<file path="config.mk">
export PLATFORM = sky130hd
export DESIGN_NAME = mdu_sequencer_flat
export DESIGN_NICKNAME = d
export VERILOG_FILES = /design/src/rtl/mdu_sequencer_if.sv /design/src/rtl/mdu_sequencer.sv /design/src/flat_wrapper.sv
export SDC_FILE = /design/constraint.sdc
export NUM_CORES = 1
export LEC_CHECK = 0
export CAP_MARGIN = 10
export CORE_MARGIN = 5
export CORE_UTILIZATION = 45
export CTS_CLUSTER_SIZE = 8
export DETAILED_ROUTE_END_ITERATION = 12
export PLACE_DENSITY = 0.78
export SLEW_MARGIN = 20
export SYNTH_ARGS = -nofsm -noshare
export SYNTH_HDL_FRONTEND = slang
export SYNTH_SLANG_ARGS = --single-unit
</file>
<file path="constraint.sdc">
create_clock -name Clk -period 2.74 [get_ports Clk]
set_input_delay 0.411 -clock Clk [delete_from_list [all_inputs] [get_ports Clk]]
set_output_delay 0.411 -clock Clk [all_outputs]
set_load 0.01 [all_outputs]
</file>
<file path="src/rtl/mdu_sequencer_if.sv">
// Handshake and ALU-control bundle between the main control unit, the shared ALU
// and the multiply/divide sequencer.
interface mdu_sequencer_if #(
  parameter int WIDTH = 32
);
  logic             Start;
  logic             Op;
  logic [WIDTH-1:0] Src_A;
  logic [WIDTH-1:0] Src_B;
  logic             Busy;
  logic             Done;
  logic             Div_By_Zero;
  logic [WIDTH-1:0] HI;
  logic [WIDTH-1:0] LO;
  logic [WIDTH-1:0] ALU_A;
  logic [WIDTH-1:0] ALU_B;
  logic             ALU_A_invert;
  logic             ALU_B_negate;
  logic [1:0]       ALU_Operation;
  logic [WIDTH-1:0] ALU_Result;

  modport slave (
    input  Start, Op, Src_A, Src_B, ALU_Result,
    output Busy, Done, Div_By_Zero, HI, LO,
    output ALU_A, ALU_B, ALU_A_invert, ALU_B_negate, ALU_Operation
  );

  modport master (
    output Start, Op, Src_A, Src_B, ALU_Result,
    input  Busy, Done, Div_By_Zero, HI, LO,
    input  ALU_A, ALU_B, ALU_A_invert, ALU_B_negate, ALU_Operation
  );
endinterface

</file>
<file path="src/rtl/mdu_sequencer.sv">
// Shift-add MULTU / restoring DIVU sequencer that borrows the shared datapath ALU
// for one add or subtract per cycle, WIDTH iterations per operation.
module mdu_sequencer #(
  parameter int WIDTH = 32
) (
  input logic          Clk,
  input logic          Reset_n,
  mdu_sequencer_if.slave bus
);
  localparam int CW = $clog2(WIDTH);

  typedef enum logic [1:0] {
    S_IDLE = 2'b00,
    S_CALC = 2'b01,
    S_DONE = 2'b10
  } state_t;

  state_t           state_q, state_d;
  logic [WIDTH-1:0] hi_q, hi_d;
  logic [WIDTH-1:0] lo_q, lo_d;
  logic [WIDTH-1:0] m_q, m_d;
  logic             op_q, op_d;
  logic [CW-1:0]    cnt_q, cnt_d;
  logic             dbz_q, dbz_d;

  logic [WIDTH-1:0] alu_a_s;
  logic [WIDTH-1:0] alu_b_s;
  logic             alu_b_negate_s;
  logic [1:0]       alu_operation_s;
  logic [WIDTH-1:0] shifted_s;
  logic             carry_s;
  logic             borrow_s;

  // State and datapath registers
  always_ff @(posedge Clk) begin
    if (!Reset_n) begin
      state_q <= S_IDLE;
      hi_q    <= '0;
      lo_q    <= '0;
      m_q     <= '0;
      op_q    <= 1'b0;
      cnt_q   <= '0;
      dbz_q   <= 1'b0;
    end else begin
      state_q <= state_d;
      hi_q    <= hi_d;
      lo_q    <= lo_d;
      m_q     <= m_d;
      op_q    <= op_d;
      cnt_q   <= cnt_d;
      dbz_q   <= dbz_d;
    end
  end

  // Next-state, iteration datapath and ALU control
  always_comb begin
    state_d         = state_q;
    hi_d            = hi_q;
    lo_d            = lo_q;
    m_d             = m_q;
    op_d            = op_q;
    cnt_d           = cnt_q;
    dbz_d           = dbz_q;
    alu_a_s         = '0;
    alu_b_s         = '0;
    alu_b_negate_s  = 1'b0;
    alu_operation_s = 2'b00;
    shifted_s       = {hi_q[WIDTH-2:0], lo_q[WIDTH-1]};
    carry_s         = 1'b0;
    borrow_s        = 1'b0;

    case (state_q)
      S_IDLE, S_DONE: begin
        if (bus.Start) begin
          op_d  = bus.Op;
          m_d   = bus.Src_B;
          cnt_d = '0;
          if (bus.Op && (bus.Src_B == '0)) begin
            hi_d    = bus.Src_A;
            lo_d    = '1;
            dbz_d   = 1'b1;
            state_d = S_DONE;
          end else begin
            hi_d    = '0;
            lo_d    = bus.Src_A;
            dbz_d   = 1'b0;
            state_d = S_CALC;
          end
        end else begin
          state_d = S_IDLE;
        end
      end

      S_CALC: begin
        alu_operation_s = 2'b10;
        if (!op_q) begin
          alu_a_s        = hi_q;
          alu_b_s        = lo_q[0] ? m_q : '0;
          carry_s        = (bus.ALU_Result < hi_q);
          {hi_d, lo_d}   = {carry_s, bus.ALU_Result, lo_q[WIDTH-1:1]};
        end else begin
          alu_a_s        = shifted_s;
          alu_b_s        = m_q;
          alu_b_negate_s = 1'b1;
          borrow_s       = (shifted_s < m_q);
          // HI[MSB] set means the shifted partial remainder overflowed WIDTH bits,
          // so it is certainly >= M even though the WIDTH-bit compare says borrow.
          if (hi_q[WIDTH-1] | ~borrow_s) begin
            hi_d = bus.ALU_Result;
            lo_d = {lo_q[WIDTH-2:0], 1'b1};
          end else begin
            hi_d = shifted_s;
            lo_d = {lo_q[WIDTH-2:0], 1'b0};
          end
        end
        if (cnt_q == CW'(WIDTH - 1)) begin
          state_d = S_DONE;
        end else begin
          cnt_d = cnt_q + 1'b1;
        end
      end

      default: begin
        state_d = S_IDLE;
      end
    endcase
  end

  assign bus.Busy          = (state_q == S_CALC);
  assign bus.Done          = (state_q == S_DONE);
  assign bus.Div_By_Zero   = dbz_q;
  assign bus.HI            = hi_q;
  assign bus.LO            = lo_q;
  assign bus.ALU_A         = alu_a_s;
  assign bus.ALU_B         = alu_b_s;
  assign bus.ALU_A_invert  = 1'b0;
  assign bus.ALU_B_negate  = alu_b_negate_s;
  assign bus.ALU_Operation = alu_operation_s;
endmodule

</file>
<file path="src/flat_wrapper.sv">
// flat-port wrapper written by rule: the top's interface ports become plain ports
module mdu_sequencer_flat 
#(
  parameter int WIDTH = 32
)
  (Clk, Reset_n, bus_Start, bus_Op, bus_Src_A, bus_Src_B, bus_ALU_Result, bus_Busy, bus_Done, bus_Div_By_Zero, bus_HI, bus_LO, bus_ALU_A, bus_ALU_B, bus_ALU_A_invert, bus_ALU_B_negate, bus_ALU_Operation);
  mdu_sequencer_if #(.WIDTH(WIDTH)) bus_i ();
  input logic Clk;
  input logic Reset_n;
  input wire logic [$bits(bus_i.Start)-1:0] bus_Start;
  input wire logic [$bits(bus_i.Op)-1:0] bus_Op;
  input wire logic [$bits(bus_i.Src_A)-1:0] bus_Src_A;
  input wire logic [$bits(bus_i.Src_B)-1:0] bus_Src_B;
  input wire logic [$bits(bus_i.ALU_Result)-1:0] bus_ALU_Result;
  output wire logic [$bits(bus_i.Busy)-1:0] bus_Busy;
  output wire logic [$bits(bus_i.Done)-1:0] bus_Done;
  output wire logic [$bits(bus_i.Div_By_Zero)-1:0] bus_Div_By_Zero;
  output wire logic [$bits(bus_i.HI)-1:0] bus_HI;
  output wire logic [$bits(bus_i.LO)-1:0] bus_LO;
  output wire logic [$bits(bus_i.ALU_A)-1:0] bus_ALU_A;
  output wire logic [$bits(bus_i.ALU_B)-1:0] bus_ALU_B;
  output wire logic [$bits(bus_i.ALU_A_invert)-1:0] bus_ALU_A_invert;
  output wire logic [$bits(bus_i.ALU_B_negate)-1:0] bus_ALU_B_negate;
  output wire logic [$bits(bus_i.ALU_Operation)-1:0] bus_ALU_Operation;
  assign bus_i.Start = bus_Start;
  assign bus_i.Op = bus_Op;
  assign bus_i.Src_A = bus_Src_A;
  assign bus_i.Src_B = bus_Src_B;
  assign bus_i.ALU_Result = bus_ALU_Result;
  assign bus_Busy = bus_i.Busy;
  assign bus_Done = bus_i.Done;
  assign bus_Div_By_Zero = bus_i.Div_By_Zero;
  assign bus_HI = bus_i.HI;
  assign bus_LO = bus_i.LO;
  assign bus_ALU_A = bus_i.ALU_A;
  assign bus_ALU_B = bus_i.ALU_B;
  assign bus_ALU_A_invert = bus_i.ALU_A_invert;
  assign bus_ALU_B_negate = bus_i.ALU_B_negate;
  assign bus_ALU_Operation = bus_i.ALU_Operation;
  mdu_sequencer #(.WIDTH(WIDTH)) u_core (.Clk(Clk), .Reset_n(Reset_n), .bus(bus_i));
endmodule
</file>
==> Implementation_results.wiki <==
{| class="wikitable"
! Metric !! Value
|-
| Die height || 138 um
|-
| Insertion delay to the later sink of the worst-skew pair || 0.36 ns
|-
| Critical Path End Type || flip-flop
|-
| Congestion Overflow GR || 0
|-
| Endpoint of the worst hold-timing path || u_core.m_q[24]
|-
| Final core utilization || 68.0%
|-
| Setup crit start kind || flip-flop
|-
| H-tree lvl count || 3
|-
| DRC violation count after routing || 0
|-
| Type of the worst setup path || flip-flop to flip-flop
|-
| Net switching power || 0.00164 W
|-
| Total via count in the routed design || 8226
|-
| Count of port buffers added during placement || 232
|-
| Max Cap Violations || 0
|-
| Final #Nets || 1328
|-
| Number of placed cells counting well taps || 1357
|-
| Sequential Power Share || 35.0%
|-
| Hold buffer count at cts || 0
|-
| Combinational fraction of design power || 37.9%
|-
| Critical path cell sequence || inv_1, ha_4, nand4_1, or3_1, or4_4, a31oi_4, a211oi_4, buf_12, clkbuf_16, mux2i_1, a211oi_1
|-
| CTS Buf Count || 9
|-
| Number of vias per cell || 5.94
|-
| Cell Count, Final, Fillers Out || 1385
|-
| Footprint of the multi-input gates || 4940 sq um
|-
| Int Power || 0.00333 W
|-
| Hold Violations, Final || 0
|-
| Unrepaired setup endpoints after global routing || true
|-
| Most frequently used flop master after synthesis || sky130_fd_sc_hd__dfxtp_1
|-
| Area of the core || 15900 sq um
|-
| Post-synthesis area per instance || 8.05 sq um
|-
| Maximum number of pins on one net before global-route repair || 48
|-
| Die width || 138 um
|-
| Launch point of the worst hold path || u_core.m_q[24]
|-
| Maximum fanout encountered on the critical timing path || 7
|-
| Timing-limited maximum frequency || 362 MHz
|-
| Total number of yosys warnings || 0
|-
| Total wire length || 28800 um
|-
| Switching power share of the total || 33.0%
|-
| Via count of the first global-routing pass || 8065
|-
| Final clock skew || 0.00684 ns
|-
| Area growth from synthesis to layout || 47.3%
|-
| Leakage power summed over all cells || 4.06 nW
|-
| Largest incremental delay on the critical path || 0.46 ns
|-
| Post-layout minimum cycle time || 2.76 ns
|-
| Setup slack of the worst register-to-register path || -0.02 ns
|-
| Commonest cells after routing, fill and taps aside || sky130_fd_sc_hd__clkdlybuf4s50_1, sky130_fd_sc_hd__nand2_1, sky130_fd_sc_hd__dfxtp_1
|-
| Total of flip-flops plus latches after synthesis || 105
|-
| Post-synthesis instance total || 915
|-
| Worst hold path type || flip-flop to flip-flop
|-
| Most common cell after layout, fill and taps aside || sky130_fd_sc_hd__clkdlybuf4s50_1
|-
| Wire length of the first global-routing pass || 42600 um
|-
| Routability congestion estimate from global placement || 0.911
|-
| Fraction of the yosys area taken by sequential cells || 28.6%
|-
| Arrival time at the worst endpoint || 3.03 ns
|-
| Initial standard-cell utilization of the core || 46.2%
|-
| Violations in the final reports || setup timing
|-
| Detailed Routing Iterations Pass 1 || 6
|-
| Count of fill cells added during filler insertion || 1316
|-
| Sinks on the clock net || 105
|-
| CTS tree || built
|-
| Post-route antenna net violation count || 0
|-
| IO Count || 235
|-
| Placed instance area || 10200 sq um
|-
| Finish-stage setup viols || 8
|-
| Area enclosed by the die boundary || 19000 sq um
|-
| Part of the cycle the worst path needs || 101%
|-
| Fraction of registers with async set or reset after synthesis || 0%
|-
| Register clock-pin slew on the reported worst setup and hold paths || 0.07 ns
|-
| Area of all sequential standard cells || 2120 sq um
|-
| Number of enable flip-flop cells after synthesis || 0
|-
| Setup TNS || -0.0589 ns
|-
| Final design area excluding fillers || 10800 sq um
|-
| Antenna violations before repair || 1
|-
| Num rows || 46
|-
| Syn Std Cell Area || 7360 sq um
|-
| Share of cells above drive strength 1 || 13.3%
|-
| Final Slew Violations || 0
|-
| P per Cell Area || 458 nW/um^2
|-
| Highest-delay cell along the critical path || sky130_fd_sc_hd__or4_4
|-
| HPWL after DPL || 21100 um
|-
| Detail-routed net length per standard cell || 20.8 um
|-
| GRT Resource Usage Total || 28.7%
|-
| Endpoint of the lowest-slack register-to-register path || u_core.bus.HI[4]
|-
| DR iter-0 viols || 804
|-
| Worst EP required || 3.01 ns
|-
| Part of the power in the clock network || 27.0%
|-
| Result of the run || finished, violations left
|-
| Pin slew with the least headroom to its limit || 0.733 ns
|-
| Worst Hold Path Cells || 2
|-
| Peak supply drop || 0.352 mV
|-
| Ant. Diodes || 0
|-
| Distinct cells, synth || 52
|-
| Worst reg2reg startpoint || u_core.m_q[11]
|-
| Deepest clock path buffer count || 2
|-
| Root Driver || sky130_fd_sc_hd__clkbuf_16
|-
| Worst Reg-to-Reg Cells || 11
|-
| Setup slack of the critical path after layout || -0.0199 ns
|-
| Max-slew headroom at the worst pin || 51.2%
|}
## layout make-up
class                      count  area share (%)
inverter                      64            2.21
clock buffer                  12            2.27
tap                          216            2.49
timing repair buffer         305            27.5
multi-input combinational    679            45.5
clock inverter                 4           0.473
sequential                   105            19.5
## per-stage QoR
step / setup WS [ns] / total power, W / hold slack [ns]
floorplan: 0.245 / 0.00268 / 0.443
global placement: 0.0351 / 0.00338 / 0.449
detailed placement: -0.126 / 0.00341 / 0.457
CTS: 0.00493 / 0.00480 / 0.466
global route: -0.132 / 0.00518 / 0.486
finish: -0.0199 / 0.00497 / 0.465
## power groups by stage
stage | logic, W | clock network, W | registers, W
global placement | 0.00161 | 0 | 0.00177
floorplan | 0.000879 | 0 | 0.00180
detailed placement | 0.00165 | 0 | 0.00177
global route | 0.00201 | 0.00141 | 0.00175
finish | 0.00189 | 0.00134 | 0.00174
CTS | 0.00172 | 0.00135 | 0.00173
## flip-flops by register name, indices dropped and copies added (netlist names)
signal and count:
u_core.bus.HI 32, u_core.bus.LO 32, u_core.m_q 32, u_core.cnt_q 5
u_core.state_q 2, u_core.bus.Div_By_Zero 1, u_core.op_q 1
## Yosys cell counts (2+ instances only)
cell type	n	area (sq um)
sky130_fd_sc_hd__a31oi_1	3	18.8
sky130_fd_sc_hd__a22o_1	17	149
sky130_fd_sc_hd__a221oi_1	12	105
sky130_fd_sc_hd__inv_1	64	240
sky130_fd_sc_hd__and4_1	4	35.0
sky130_fd_sc_hd__and2_1	4	25.0
sky130_fd_sc_hd__a211oi_1	15	113
sky130_fd_sc_hd__and3_1	3	18.8
sky130_fd_sc_hd__a21oi_1	48	240
sky130_fd_sc_hd__nand2_1	119	447
sky130_fd_sc_hd__buf_2	4	20.0
sky130_fd_sc_hd__nor2b_1	7	43.8
sky130_fd_sc_hd__a21boi_0	63	473
sky130_fd_sc_hd__nand4_1	9	56.3
sky130_fd_sc_hd__clkbuf_1	52	195
sky130_fd_sc_hd__nor3_1	37	185
sky130_fd_sc_hd__mux2i_1	68	681
sky130_fd_sc_hd__xor2_1	2	17.5
sky130_fd_sc_hd__o21a_1	2	15.0
sky130_fd_sc_hd__nor2_1	54	203
sky130_fd_sc_hd__or3_1	2	12.5
sky130_fd_sc_hd__nand2b_1	7	43.8
sky130_fd_sc_hd__buf_1	7	26.3
sky130_fd_sc_hd__nand3_1	6	30.0
sky130_fd_sc_hd__dfxtp_1	105	2100
sky130_fd_sc_hd__o21ai_0	48	240
sky130_fd_sc_hd__buf_4	4	30.0
sky130_fd_sc_hd__o221ai_1	24	210
sky130_fd_sc_hd__nor4_1	7	43.8
sky130_fd_sc_hd__mux2_2	25	282
sky130_fd_sc_hd__a21o_1	4	30.0
sky130_fd_sc_hd__ha_1	64	801
sky130_fd_sc_hd__buf_6	2	22.5
sky130_fd_sc_hd__o211ai_1	5	37.5
## routing by layer
metal	wire, um	GRT usage [%]	part of all wire [%]
met1	11100	35.1	39
met3	2610	6.17	9.1
met2	13900	48.3	48
met4	1100	12.5	3.8
met5	7	1.94	0.024
## worst max-delay path by stage
stage | from | end | slack [ns]
after CTS | u_core.m_q[14] | u_core.bus.HI[16] | 0.005
after floorplan | u_core.bus.HI[13] | u_core.bus.LO[0] | 0.25
after global routing | u_core.m_q[11] | u_core.bus.HI[4] | -0.13
after detailed placement | u_core.m_q[14] | u_core.bus.HI[4] | -0.13
final | u_core.m_q[11] | u_core.bus.HI[4] | -0.02
after global placement | u_core.m_q[14] | u_core.bus.HI[6] | 0.04
## logic make-up (layout without fill, tap and decap cells)
kind of cell	count (synthesis)	after routing	share of synthesized area, %
buffers and inverters	133	385	7.26
DFF	105	105	28.6
muxes	93	93	13.1
AOI/OAI and AO/OA	252	252	23.7
other	1	2	0.0509
adders and majority gates	64	64	10.9
xor gates and xnor gates	3	3	0.357
and+or+nand+nor	264	265	16.1
## timing repair
item | CTS | global route
endpoints found under the setup margin | 29 | 37
pin swaps | 2 | 19
gates cloned | 1 | 2
resized for setup | 3 | 36
setup buffers | 2 | 7
## critical path: cells and delay by family (launching register included)
kind / cells / cell delay (ns)
compound gates: 3 / 0.52
fa+ha+maj: 1 / 0.28
buf+inv: 3 / 0.43
flops: 1 / 0.34
mux: 1 / 0.12
simple gates: 3 / 0.98
Power figures use the tool's default switching activity.
